### src/rtl/nanorv32_mem_arbiter.sv
// Merges the nanorv32 code-fetch and data ports onto one single-ported memory.
// Data has priority; a bounded burst counter guarantees code fetch progress.
module nanorv32_mem_arbiter #(
  parameter int ADDR_MSB       = 31,
  parameter int DATA_MSB       = 31,
  parameter int DATA_BURST_MAX = 4
) (
  input  logic              clk,
  input  logic              rst_n,
  input  logic [ADDR_MSB:0] cpu_codemem_addr,
  input  logic              cpu_codemem_req,
  output logic [DATA_MSB:0] codemem_cpu_rdata,
  output logic              codemem_cpu_ack,
  input  logic [ADDR_MSB:0] cpu_datamem_addr,
  input  logic [DATA_MSB:0] cpu_datamem_wdata,
  input  logic [3:0]        cpu_datamem_bytesel,
  input  logic              cpu_datamem_req,
  output logic [DATA_MSB:0] datamem_cpu_rdata,
  output logic              datamem_cpu_ack,
  output logic [ADDR_MSB:0] mem_addr,
  output logic [DATA_MSB:0] mem_wdata,
  output logic [3:0]        mem_bytesel,
  output logic              mem_req,
  input  logic [DATA_MSB:0] mem_rdata,
  input  logic              mem_ack,
  output logic [1:0]        arb_grant
);

  localparam logic [1:0] ST_IDLE   = 2'b00;
  localparam logic [1:0] ST_CODE   = 2'b01;
  localparam logic [1:0] ST_DATA   = 2'b10;
  localparam logic [3:0] BURST_MAX = 4'(DATA_BURST_MAX);

  logic [1:0] state_r, state_nxt;
  logic [3:0] data_streak_r, streak_nxt;
  logic       code_done, data_done, arbitrate;

  always_ff @(posedge clk or negedge rst_n) begin
    if (!rst_n) begin
      state_r       <= ST_IDLE;
      data_streak_r <= 4'd0;
    end else begin
      state_r       <= state_nxt;
      data_streak_r <= streak_nxt;
    end
  end

  always_comb begin
    code_done = (state_r == ST_CODE) && mem_ack;
    data_done = (state_r == ST_DATA) && mem_ack;
    arbitrate = !((state_r == ST_CODE) || (state_r == ST_DATA)) || mem_ack;

    streak_nxt = data_streak_r;
    if (code_done) begin
      streak_nxt = 4'd0;
    end else if (data_done) begin
      if (!cpu_codemem_req)
        streak_nxt = 4'd0;
      else if (data_streak_r < BURST_MAX)
        streak_nxt = data_streak_r + 4'd1;
    end

    // Compare against the post-update streak so a burst is exactly DATA_BURST_MAX long.
    state_nxt = state_r;
    if (arbitrate) begin
      if (cpu_datamem_req && (!cpu_codemem_req || (streak_nxt != BURST_MAX)))
        state_nxt = ST_DATA;
      else if (cpu_codemem_req)
        state_nxt = ST_CODE;
      else
        state_nxt = ST_IDLE;
    end else if ((state_r == ST_CODE) && !cpu_codemem_req) begin
      state_nxt = ST_IDLE;
    end else if ((state_r == ST_DATA) && !cpu_datamem_req) begin
      state_nxt = ST_IDLE;
    end
  end

  always_comb begin
    mem_addr    = '0;
    mem_wdata   = '0;
    mem_bytesel = 4'b0000;
    mem_req     = 1'b0;
    case (state_r)
      ST_CODE: begin
        mem_addr = cpu_codemem_addr;
        mem_req  = cpu_codemem_req;
      end
      ST_DATA: begin
        mem_addr    = cpu_datamem_addr;
        mem_wdata   = cpu_datamem_wdata;
        mem_bytesel = cpu_datamem_bytesel;
        mem_req     = cpu_datamem_req;
      end
      default: ;
    endcase
    codemem_cpu_ack   = code_done;
    datamem_cpu_ack   = data_done;
    codemem_cpu_rdata = mem_rdata;
    datamem_cpu_rdata = mem_rdata;
    arb_grant         = state_r;
  end

endmodule

### config.mk
export PLATFORM = sky130hd
export DESIGN_NAME = nanorv32_mem_arbiter
export DESIGN_NICKNAME = d
export VERILOG_FILES = /design/src/rtl/nanorv32_mem_arbiter.sv
export SDC_FILE = /design/constraint.sdc
export NUM_CORES = 1
export LEC_CHECK = 0
export CAP_MARGIN = 20
export CELL_PAD_IN_SITES_DETAIL_PLACEMENT = 1
export CELL_PAD_IN_SITES_GLOBAL_PLACEMENT = 1
export CORE_AREA = 2 2 108 110
export CTS_CLUSTER_SIZE = 16
export DETAILED_ROUTE_END_ITERATION = 6
export DIE_AREA = 0 0 110 112
export DONT_BUFFER_PORTS = 1
export GPL_TIMING_DRIVEN = 1
export PLACE_DENSITY_LB_ADDON = 0.1
export RECOVER_POWER = 50
export SLEW_MARGIN = 25
export SYNTH_ARGS = -nofsm -noshare
export SYNTH_HDL_FRONTEND = slang
export SYNTH_SLANG_ARGS = --single-unit
### constraint.sdc
create_clock -name clk -period 2.2 [get_ports clk]
set_input_delay 0.11 -clock clk [delete_from_list [all_inputs] [get_ports clk]]
set_output_delay 0.11 -clock clk [all_outputs]
set_load 0.02 [all_outputs]
* Word-level counts from Yosys, hierarchy flattened
Cells that the tools add are included.
Cells by class: muxes and demuxes 13, add/sub/neg operators 1, reduce and logical (&&, ||, !) cells 12, eq/ne operators 3, order comparisons 1
Operators with widths (number):
- 32-bit one-hot mux with 2 select lines | 1
- 32-bit 2-to-1 mux | 1
- 4-bit 2-to-1 mux | 5
- 2-bit 2-to-1 mux | 4
- 1-bit logical AND | 5
- 4-bit by 1-bit adder with 4-bit output (second input constant) | 1
- 4-bit by 3-bit less-than comparator with 1-bit output (second input constant) | 1
- 4-bit by 3-bit inequality test with 1-bit output (second input constant) | 1
- 1-bit zero test | 3
- 1-bit logical OR | 3
- 3-bit nonzero test | 1
- 2-bit by 1-bit == test with 1-bit output (second input constant) | 1
- 2-bit == test (second input constant) | 1
- 1-bit one-hot mux with 2 select lines | 1
- 1-bit 2-to-1 mux | 1
Storage, ports and cells: output and inout bits 137, bits in registers 6, logic and storage cells 32, input port bits 137

* Logic depth before layout (Yosys ltp)
depth after elaboration 10, depth in mapped cells 7, depth with buffers taken out 6

* Least setup slack after synthesis
OpenSTA, ideal clock, no wires.
path kind flip-flop to flip-flop, from register state_r[1], in the netlist arb_grant[1], to register state_r[1], in the netlist arb_grant[1], arrival 1.812 ns, library setup time 0.121 ns, cell stages (with the launch flop) 8, clock period less this slack 1.933 ns, required time 2.079 ns, buffers on the path 1, slack 0.267 ns, cell sequence dfrtp_1 > inv_1 > ha_1 > buf_6 > and2_4 > or3_1 > o31a_1 > a22o_1
On the way: elaborated cells between the ends (all ways) 18, those cells by class eq/ne (3); mux (5); reduce/logical (10)
RTL lines:
- start: declaration | RTL line 34 | logic [1:0] state_r, state_nxt;
- start signal: assignment | RTL line 43 | state_r <= state_nxt;
- 2-bit by 1-bit == test with 1-bit output | RTL line 49 | code_done = (state_r == ST_CODE) && mem_ack;
- 1-bit logical AND | RTL line 49
- via codemem_cpu_ack | RTL line 13 | output logic codemem_cpu_ack,
- 4-bit 2-to-1 mux | RTL line 54 | if (code_done) begin
- 4-bit by 3-bit inequality test with 1-bit output | RTL line 66 | if (cpu_datamem_req && (!cpu_codemem_req || (streak_nxt != BURST_MAX)))
- 1-bit logical OR | RTL line 66
- 1-bit logical AND | RTL line 66
- 2-bit 2-to-1 mux | RTL line 66
- 2-bit 2-to-1 mux | RTL line 65 | if (arbitrate) begin
The timed path passes the listed nets, and every way through them passes these cells. A chain may end at the register's enable or synchronous reset.

* Worst setup path after layout
from register state_r[0], in the netlist arb_grant[0], to register state_r[1], in the netlist arb_grant[1]
The elaborated chain is that of the path after synthesis.

==> flow_summary.ini <==
[floorplanning]
core_sq_um = 11200
die_x_microns = 110
io_pins = 274
dieHeight_microns = 112
rows = 39
dieArea_sq_um = 12300
initial_core_util_pct = 13.5

[clocking]
tritoncts = yes
htreeDepth = 1
cts_buffers = 3
cts.reportedPaths.clkPinSlew_ns = 0.03
ctsResizeCount = 0
cts_root_buf = clkbuf_16
clock-sinks = 6
clock_latency_ns = 0.23
postCtsSetupBuffers = 0
clockBufferDepth = 2

[global_route]
use_met1_pct = 7.64
grt_use_total_pct = 7.75
antenna_found_initial = 0
grt_use_met3_pct = 2.81
use_met2_pct = 14.7
grt_start_max_net_pins = 41
grt_pass1_vias = 1415
grt-ovfl-total = 0
busiest_layer = met2
grt_pass1_wl_microns = 7650

[timing]
worst_slack_ns = 0.147
fin_crit_sh_pct = 93.3
rsz0062_at_grt = false
slew_headroom_pct = 72.6
slew_viol_final = 0
tns_ns = 0
hold_viol = 0
tightest_slew_ns = 0.410
finalSetupViolCount = 0
skew_ns = 0.00106
fmax_ghz = 0.487
min_period_ns = 2.05

[pwr]
power_density_nw_per_um2 = 1110
switchingPower_uw = 893
clkPwrFrac_pct = 17.6
leakage_nw = 0.639
peakVddDrop_uv = 426
seqPwrFrac_pct = 10.0
p_sw_share_pct = 52.8
p_int_uw = 797
total_power_mw = 1.69
combPwrFrac_pct = 72.4

[worst_setup_path]
crit_type = flip-flop to flip-flop
slowest_delay_ns = 0.46
cp-end-kind = flip-flop
r2r_slack_ns = 0.15
r2r_end = arb_grant[1]
r2r_start = arb_grant[0]
slowest_stage = dfrtp_1
worst-path-max-fanout = 3
critical_path_required_ns = 2.31
reg2regPathDepth = 5
crit_chain = ha_1 -> and2_0 -> or3_1 -> o31a_1 -> a22o_1
cp.arrival_ns = 2.17
path_delay_family = simple AND/OR/NAND/NOR gates
crit_buf_inv = 0
start_kind = flip-flop

[routing]
vias = 1330
dr.pass1.iters = 4
drtAntennaViolNets = 0
routed_via_density = 4.08
wl_microns = 5180
wl_per_cell_microns = 15.9
drtIter0Drc = 29
drc_errors = 0

[cells_and_area]
post-route-util_pct = 13.6
seq_area_sq_um = 150
area_delta_synth_final_pct = 0.913
fillCellCount = 1347
nNetsFinal = 325
final_cell_mix = 39 x buf_4, 37 x nor2_1, 37 x and2_1, 33 x a22oi_1, 6 x dfrtp_1
n_antenna_cell = 0
final_common_cell = buf_4
drive_above_1_share_pct = 24.6
multi_input_area_sq_um = 788

[place]
gp_congestion = 0.668
port-buffer-count = 0
place_ws_ns = 0.279
hpwl_microns = 4190

[yosys]
synth_compound_area_share_pct = 19.8
synthSimpleGateAreaFrac_pct = 28.1
synth_seq_cells = 6
synth_fa_ha_area_share_pct = 2.49
synth_warnings = 0
synth_top_family_by_area = buffers and inverters
netlist_area_sq_um = 1510
ys_types = 26
ys_seq_area_share_pct = 9.96
syn_area_per_cell_sq_um = 6.88
synth_xor_xnor_area_share_pct = 0.581
synth_nets = 359
muxShareOfSynthArea_pct = 1.33
synthCells = 219

[hold_path]
holdPathEnd = arb_grant[0]
hold_start = cpu_codemem_req
hold_path_depth = 2
min_path_type = input pin to flip-flop

[status]
status = completed

[job]
drv_cap = 0
==> worst max path at each step <==
stage               cells past startpoint         start      endpoint  slack, ns
CTS                                     7  arb_grant[0]   mem_addr[2]       0.16
finish                                  5  arb_grant[0]  arb_grant[1]       0.15
detailed placement                      7  arb_grant[0]  arb_grant[1]       0.28
global route                            7  arb_grant[0]  mem_addr[23]       0.01
global placement                        7  arb_grant[0]  arb_grant[1]       0.33
floorplan                               7  arb_grant[1]  arb_grant[1]       0.27
==> synthesized netlist by cell type (all sizes together) <==
master,n,share of area (%)
a211oi,1,0.50
a21oi,1,0.33
a221oi,1,0.58
a22o,1,0.58
a22oi,33,16
a31oi,1,0.42
and2,38,16
and4bb,1,0.83
buf,68,34
clkbuf,12,3.0
dfrtp,6,10
ha,3,2.5
inv,5,1.2
mux2i,2,1.3
nand2,2,0.50
nor2,37,9.2
nor2b,2,0.83
o21ai,1,0.33
o31a,1,0.58
or2,1,0.42
or3,1,0.42
xnor2,1,0.58
==> flip-flops by register name (all words and copies together), names as in the netlist <==
name           count
data_streak_r      4
arb_grant          2
==> per-stage QoR <==
| step | instance area (sq um) | std cells | hold WS [ns] |
|---|---|---|---|
| after floorplan | 1510 | 219 | -0.186 |
| after global placement | 1440 | 322 | -0.185 |
| after detailed placement | 1440 | 322 | -0.185 |
| after CTS | 1520 | 326 | 0.0497 |
| after global routing | 1520 | 326 | 0.0597 |
| final | 1520 | 326 | 0.0533 |
==> worst reg2reg max path, cell delays in order, from the launching register on <==
cell     delay [ns]
dfrtp_1        0.46
ha_1           0.26
and2_0         0.30
or3_1          0.37
o31a_1         0.30
a22o_1         0.24
==> power by group through the flow <==
stage / combinational [mW] / sequential [mW] / clock [mW]
floorplan: 1.04 / 0.174 / 0
global placement: 1.21 / 0.168 / 0
detailed placement: 1.23 / 0.170 / 0
CTS: 1.25 / 0.168 / 0.306
global route: 1.36 / 0.173 / 0.313
finish: 1.22 / 0.169 / 0.297
==> what timing repair did <==
action	4_1_cts	5_1_grt
setup endpoints to repair	0	0
endpoints found under the hold margin	6	0
hold buffers	1	0
==> cell families (layout without fill, tap and decap cells) <==
logic type,after synthesis,in the layout
xor gates and xnor gates,1,1
AOI/OAI and AO/OA,40,40
and+or+nand+nor,82,82
buffers and inverters,85,49
DFF,6,6
adders and majority gates,3,3
muxes,2,2
==> metal layers <==
layer / vias up / share of wire (%)
met2: 113 / 55
met5: - / 0
met1: 615 / 33
met3: 15 / 11
met4: 0 / 1.4
li1: 587 / -
==> layout make-up <==
type	count	area share [%]
well taps	143	11.8
inverters	5	1.23
repair buffers	41	20.4
flip-flops and latches	6	9.87
clock buffers	3	4.93
multi-input cells	128	51.8
No activity file was read; power rests on OpenSTA's default activity.
